<file path="config.mk">
export PLATFORM = sky130hd
export DESIGN_NAME = bsg_dbi_encoder
export DESIGN_NICKNAME = d
export VERILOG_FILES = /design/src/rtl/bsg_popcount.sv /design/src/rtl/bsg_dbi_encoder.sv
export SDC_FILE = /design/constraint.sdc
export NUM_CORES = 1
export LEC_CHECK = 0
export CORE_ASPECT_RATIO = 0.75
export CORE_MARGIN = 5
export CORE_UTILIZATION = 46
export CTS_BUF_LIST = sky130_fd_sc_hd__clkbuf_16
export CTS_CLUSTER_SIZE = 16
export DETAILED_ROUTE_END_ITERATION = 6
export HOLD_SLACK_MARGIN = 0.12
export PLACE_DENSITY = 0.88
export SETUP_SLACK_MARGIN = 0.02
export SYNTH_ARGS = -nofsm -noshare
export SYNTH_HDL_FRONTEND = slang
export SYNTH_SLANG_ARGS = --single-unit
</file>
<file path="constraint.sdc">
create_clock -name clk_i -period 7.8 [get_ports clk_i]
set_input_delay 1.56 -clock clk_i [delete_from_list [all_inputs] [get_ports clk_i]]
set_output_delay 1.56 -clock clk_i [all_outputs]
set_load 0.02 [all_outputs]
</file>
<file path="src/rtl/bsg_popcount.sv">
// ============================================================================
// Module   : bsg_popcount
// Brief    : Combinational population count of a width_p-bit word.
// Revision : 1.0
// ============================================================================
`default_nettype none

module bsg_popcount #(
    parameter int width_p = 16
) (
    input  logic [width_p-1:0]         data_i,
    output logic [$clog2(width_p+1)-1:0] count_o
);

    localparam int cnt_width_lp = $clog2(width_p + 1);

    // Count is sized to hold width_p itself, so an all-ones word never wraps.
    always_comb begin
        count_o = '0;
        for (int i = 0; i < width_p; i++) begin
            count_o = count_o + cnt_width_lp'(data_i[i]);
        end
    end

endmodule

`default_nettype wire

</file>
<file path="src/rtl/bsg_dbi_encoder.sv">
// ============================================================================
// Module   : bsg_dbi_encoder
// Brief    : Data-bus-inversion encoder with a one-entry valid/yumi output.
// Revision : 1.0
// ============================================================================
`default_nettype none

module bsg_dbi_encoder #(
    parameter int width_p = 16
) (
    input  logic               clk_i,
    input  logic               reset_i,
    input  logic               v_i,
    input  logic [width_p-1:0] data_i,
    output logic               ready_o,
    output logic               v_o,
    output logic [width_p-1:0] data_o,
    output logic               inv_o,
    input  logic               yumi_i
);

    localparam int                    cnt_width_lp = $clog2(width_p + 1);
    localparam logic [cnt_width_lp-1:0] half_lp    = cnt_width_lp'(width_p / 2);

    logic               v_q,    v_d;
    logic [width_p-1:0] data_q, data_d;
    logic               inv_q,  inv_d;

    logic [width_p-1:0]      last_r;
    logic [width_p-1:0]      diff;
    logic [cnt_width_lp-1:0] toggles;
    logic                    invert;
    logic                    in_xfer;
    logic                    out_xfer;

    // The output register always holds the most recent encoding, even after
    // it has been consumed, so it doubles as the comparison history.
    assign last_r = data_q;
    assign diff   = data_i ^ last_r;

    bsg_popcount #(
        .width_p (width_p)
    ) u_popcount (
        .data_i  (diff),
        .count_o (toggles)
    );

    // Strictly greater: a tie keeps the raw word.
    assign invert   = (toggles > half_lp);

    assign ready_o  = ~v_q | yumi_i;
    assign in_xfer  = v_i & ready_o;
    assign out_xfer = v_q & yumi_i;

    always_comb begin
        v_d    = v_q;
        data_d = data_q;
        inv_d  = inv_q;
        if (in_xfer) begin
            v_d    = 1'b1;
            data_d = invert ? ~data_i : data_i;
            inv_d  = invert;
        end else if (out_xfer) begin
            v_d    = 1'b0;
        end
    end

    always_ff @(posedge clk_i) begin
        if (reset_i) begin
            v_q    <= 1'b0;
            data_q <= '0;
            inv_q  <= 1'b0;
        end else begin
            v_q    <= v_d;
            data_q <= data_d;
            inv_q  <= inv_d;
        end
    end

    assign v_o    = v_q;
    assign data_o = data_q;
    assign inv_o  = inv_q;

endmodule

`default_nettype wire

</file>
Word level (Yosys, flattened, before mapping):

Cells that the tools add are included.

* $add $sub $neg: 15
* $lt $le $gt $ge: 1
* muxes and demuxes: 3
* bitwise operators: 6
* reductions and logical operators: 1

Operators by type and width (number)
* 5-bit by 1-bit adder with 5-bit output: 14
* 16-bit two-way mux: 1
* 16-bit NOT: 1
* 16-bit bitwise XOR: 1
* 5-bit by 4-bit > comparator with 1-bit output, second input constant: 1
* 1-bit by 1-bit adder with 2-bit output: 1
* 1-bit bitwise AND: 2
* 1-bit two-way mux: 2
* 2-bit nonzero test: 1
* 1-bit NOT: 1
* 1-bit OR: 1

* register bits after elaboration: 18
* word-level logic and storage cells: 29

Longest topological paths before layout:

* depth after elaboration: 18
* depth in mapped cells: 16
* mapped depth without buffers: 14

Modules after synthesis:

Synthesis repeated with hierarchy kept, for this count alone.

* cell total of the unflattened synthesis: 182
* area, all modules: 1517.7 um2

Modules (own cells, without submodules)
* bsg_dbi_encoder: instances 1, cells each 135, area each 1109.8 um2, seq. area each 360.3 um2
* bsg_popcount: instances 1, cells each 47, area each 407.9 um2, seq. area each 0.0 um2

Least setup slack after synthesis:

OpenSTA, ideal clock, no wires.

* path type: input to register
* start: input port data_i[0]
* end: register data_q[11] (netlist: data_o[11])
* library setup time: 122 ps
* data arrival time: 6175 ps
* path slack: 1503 ps
* stages on the path: 16
* buffers on the path: 2
* cell sequence: xor2_1 ha_1 fa_1 fa_1 fa_1 inv_1 fa_1 fa_1 fa_1 and4b_1 o21ai_0 o21ai_2 o21ba_1 buf_6 buf_8 a221o_1

* longest elaborated chain between the ends: 18

Ends and longest elaborated chain
* from (decl): line bsg_dbi_encoder.sv:14 `input logic [width_p-1:0] data_i,`
* 16-bit bitwise XOR: line bsg_dbi_encoder.sv:39 `assign diff = data_i ^ last_r;`
* 1-bit by 1-bit adder with 2-bit output: line bsg_popcount.sv:21 `count_o = count_o + cnt_width_lp'(data_i[i]);`
* 5-bit by 1-bit adder with 5-bit output (14 in series): line bsg_popcount.sv:21
* 5-bit by 4-bit > comparator with 1-bit output: line bsg_dbi_encoder.sv:49 `assign invert = (toggles > half_lp);`
* 16-bit two-way mux: line bsg_dbi_encoder.sv:61 `data_d = invert ? ~data_i : data_i;`
* to (signal assigned): line bsg_dbi_encoder.sv:75 `data_q <= data_d;`
* to (decl): line bsg_dbi_encoder.sv:26 `logic [width_p-1:0] data_q, data_d;`

Every way passes these cells.
A chain may end at the register's enable or synchronous reset.

Final worst setup path:

* start: input port data_i[0]
* end: register data_q[10] (netlist: data_o[10])

Same word-level chain as after synthesis.

==> results <==
-- worst max-delay path: stages --
cell                              delay [ns]
sky130_fd_sc_hd__clkdlybuf4s50_1        0.52
sky130_fd_sc_hd__xor2_1                 0.17
sky130_fd_sc_hd__ha_1                   0.27
sky130_fd_sc_hd__fa_1                   0.51
sky130_fd_sc_hd__fa_1                   0.51
sky130_fd_sc_hd__fa_1                   0.55
sky130_fd_sc_hd__inv_1                  0.05
sky130_fd_sc_hd__fa_1                   0.49
sky130_fd_sc_hd__fa_1                   0.45
sky130_fd_sc_hd__fa_1                   0.48
sky130_fd_sc_hd__and4b_1                0.21
sky130_fd_sc_hd__o21ai_0                0.09
sky130_fd_sc_hd__o21ai_2                0.08
sky130_fd_sc_hd__buf_4                  0.20
sky130_fd_sc_hd__o21ba_1                0.39
sky130_fd_sc_hd__a221o_1                0.44
-- metrics by stage --
stage               instance area, um^2  hold slack [ns]  util (%)  std cells
CTS                                1700            0.472      65.6        186
floorplan                          1220            0.537         -        112
finish                             1700            0.470      65.8        186
global route                       1700            0.526      65.8        186
global placement                   1620            0.450      62.6        182
detailed placement                 1620            0.453      62.6        182
-- synthesized netlist by cell type --
cell type                   n
sky130_fd_sc_hd__a21oi_2    1
sky130_fd_sc_hd__o31ai_1    1
sky130_fd_sc_hd__nor4_1    16
sky130_fd_sc_hd__nand3b_1   1
sky130_fd_sc_hd__dfxtp_1   18
sky130_fd_sc_hd__nor2b_1    1
sky130_fd_sc_hd__xnor2_1    4
sky130_fd_sc_hd__buf_8      1
sky130_fd_sc_hd__nand4b_1   1
sky130_fd_sc_hd__ha_1       5
sky130_fd_sc_hd__o21ai_0    1
sky130_fd_sc_hd__a21oi_1    2
sky130_fd_sc_hd__buf_4      1
sky130_fd_sc_hd__inv_1      8
sky130_fd_sc_hd__clkbuf_1   3
sky130_fd_sc_hd__fa_1      10
sky130_fd_sc_hd__a221o_1   16
sky130_fd_sc_hd__or3_1      1
sky130_fd_sc_hd__nor2_1     1
sky130_fd_sc_hd__o21ba_1    1
sky130_fd_sc_hd__xor2_1    12
sky130_fd_sc_hd__buf_6      1
sky130_fd_sc_hd__a41oi_2    1
sky130_fd_sc_hd__nand2_1    2
sky130_fd_sc_hd__o21ai_2    1
sky130_fd_sc_hd__nand2b_1   1
sky130_fd_sc_hd__and4b_1    1
-- final cells by class --
class	instances	area share, %
timing repair buffer	40	23.3
clock inverter	1	0.221
inverter	8	1.77
sequential	18	21.2
clock buffer	3	4.42
multi-input combinational	80	46.5
tap	36	2.65
-- state kept, by name, summed over array words and instances (netlist names) --
| signal | count |
|---|---|
| data_o | 16 |
| inv_o | 1 |
| v_o | 1 |
-- cells by family (layout without fill, tap and decap cells) --
group	count (synthesis)	count (layout)	synth area share (%)
and+or+nand+nor	25	25	12.8
buffers and inverters	14	52	6.15
DFF	18	18	29.5
xor gates and xnor gates	16	16	11.5
adders and majority gates	15	15	21.5
AOI/OAI and AO/OA	24	24	18.5
-- routing by layer --
metal	wire (um)	GRT usage, %	vias up
met5	0	0	-
met3	152	6.06	7
met1	1300	20.9	537
met2	1570	30.2	30
met4	34	6.49	0
li1	-	-	506
-- final timing paths --
check	start	endpoint	slack, ns	cells after the start
hold / removal	inv_o$_SDFFE_PP0P_	inv_o$_SDFFE_PP0P_	0.47	2
setup reg to reg	data_o[0]$_SDFFE_PP0P_	data_o[10]$_SDFFE_PP0P_	2.42	15
hold reg to reg	inv_o$_SDFFE_PP0P_	inv_o$_SDFFE_PP0P_	0.47	2
setup / recovery	data_i[0]	data_o[10]$_SDFFE_PP0P_	0.97	16
==> impl_metrics.ini <==
[status]
status = complete, no violations

[place]
dp_worst_setup_slack_ns = 0.696
gp_routability_congestion = 0.800
portBuffers = 38
hpwl_um = 2230

[layout]
proportion_of_layout_cells_with_a_drive_suffix_above_1_pct = 6.00
ff_latch_area_um2 = 360
multi_input_comb_area_um2 = 790
area_delta_synth_final_pct = 39.1
fillerInstances = 205
final_net_count = 186
layout.cells.most_common_list = 38 x sky130_fd_sc_hd__clkdlybuf4s50_1, 18 x sky130_fd_sc_hd__dfxtp_1, 16 x sky130_fd_sc_hd__nor4_1, 16 x sky130_fd_sc_hd__a221o_1, 12 x sky130_fd_sc_hd__xor2_1
layout_commonest_cell = sky130_fd_sc_hd__clkdlybuf4s50_1
antenna_cells_inserted = 0

[timing]
hold_viol_final = 0
setup_total_negative_slack_ns = 0
worst_pin_slew_ns = 0.812
finalClockSkew_ns = 0.00656
final_max_slew_viol_count = 0
timing.slew.headroom_pct = 45.9
min_period_ns = 6.83
grt_setup_unrepaired = false
final.period_utilization_pct = 87.5
achievable-frequency_mhz = 146
setup_viol_count_final = 0
fin_ws_ns = 0.972

[die]
ioPinCount = 39
fp.dieW_um = 69.5
die_area_um2 = 3800
chipHeight_um = 54.6
placeableCoreArea_um2 = 2580
fp-row-count = 16
effective_utilization_at_floorplan_pct = 47.3

[yosys]
synth_area_leader_cell = sky130_fd_sc_hd__dfxtp_1
syn_inst = 112
number_of_warning_messages_in_the_yosys_log = 0
synth_seq_cells = 18
synth_sequential_area_ratio_pct = 29.5
synthesis.area_um2 = 1220
synth_top_cells_by_area = sky130_fd_sc_hd__dfxtp_1 30%, sky130_fd_sc_hd__fa_1 16%, sky130_fd_sc_hd__a221o_1 13%
synth.lib_cells_used.distinct = 27
post_synth_top_area_share_pct = 29.5
avgSynthCellArea_um2 = 10.9
synthesized_netlist_net_count = 147

[drt]
routed-via-count = 1080
drt_pre_antenna_iters = 4
routed_wl_um = 3060
postRouteAntennaNets = 0
routed_wire_length_per_instance_um = 16.4
drt-vias-per-instance = 5.81
drt_iter0_drc = 54
post_detailed_route_drc_marker_count = 0

[worst_setup_path]
timing_worst_setup_path_type = input pin to flip-flop
worst_setup_path_end_kind = flip-flop
worstPathArrival_ns = 6.97
worst-path-max-fanout = 18
cp.required_ns = 7.94
setup.worst_path.start_class = input pin

[cts]
postCtsResizedCells = 0
cts_max_path_buffers = 2
cts-buffers-inserted = 3
total_number_of_clock_tree_sinks = 18
clock_tree_from_tritoncts = done
post_cts_buffers = 0
cts_hold_buf = 0
ctsRootBufferMaster = sky130_fd_sc_hd__clkbuf_16
insertion_delay_ns = 0.26
cts_htree_levels = 1
clk_pin_slew_worst_paths_ns = 0.06

[global_routing]
antenna_found_initial = 0
grt_max_degree = 19
grt_pass1_vias = 1122
grt_pass1_wl_um = 5180
gr-usage-all-layers_pct = 17.6
gr-total-overflow = 0

[hold_path]
hold_path_class = flip-flop to flip-flop

[flow_run]
cap_violations = 0
Power of run 1 is not shown: default switching activity piles up to over one toggle a cycle in this logic, so the estimate is an artifact.
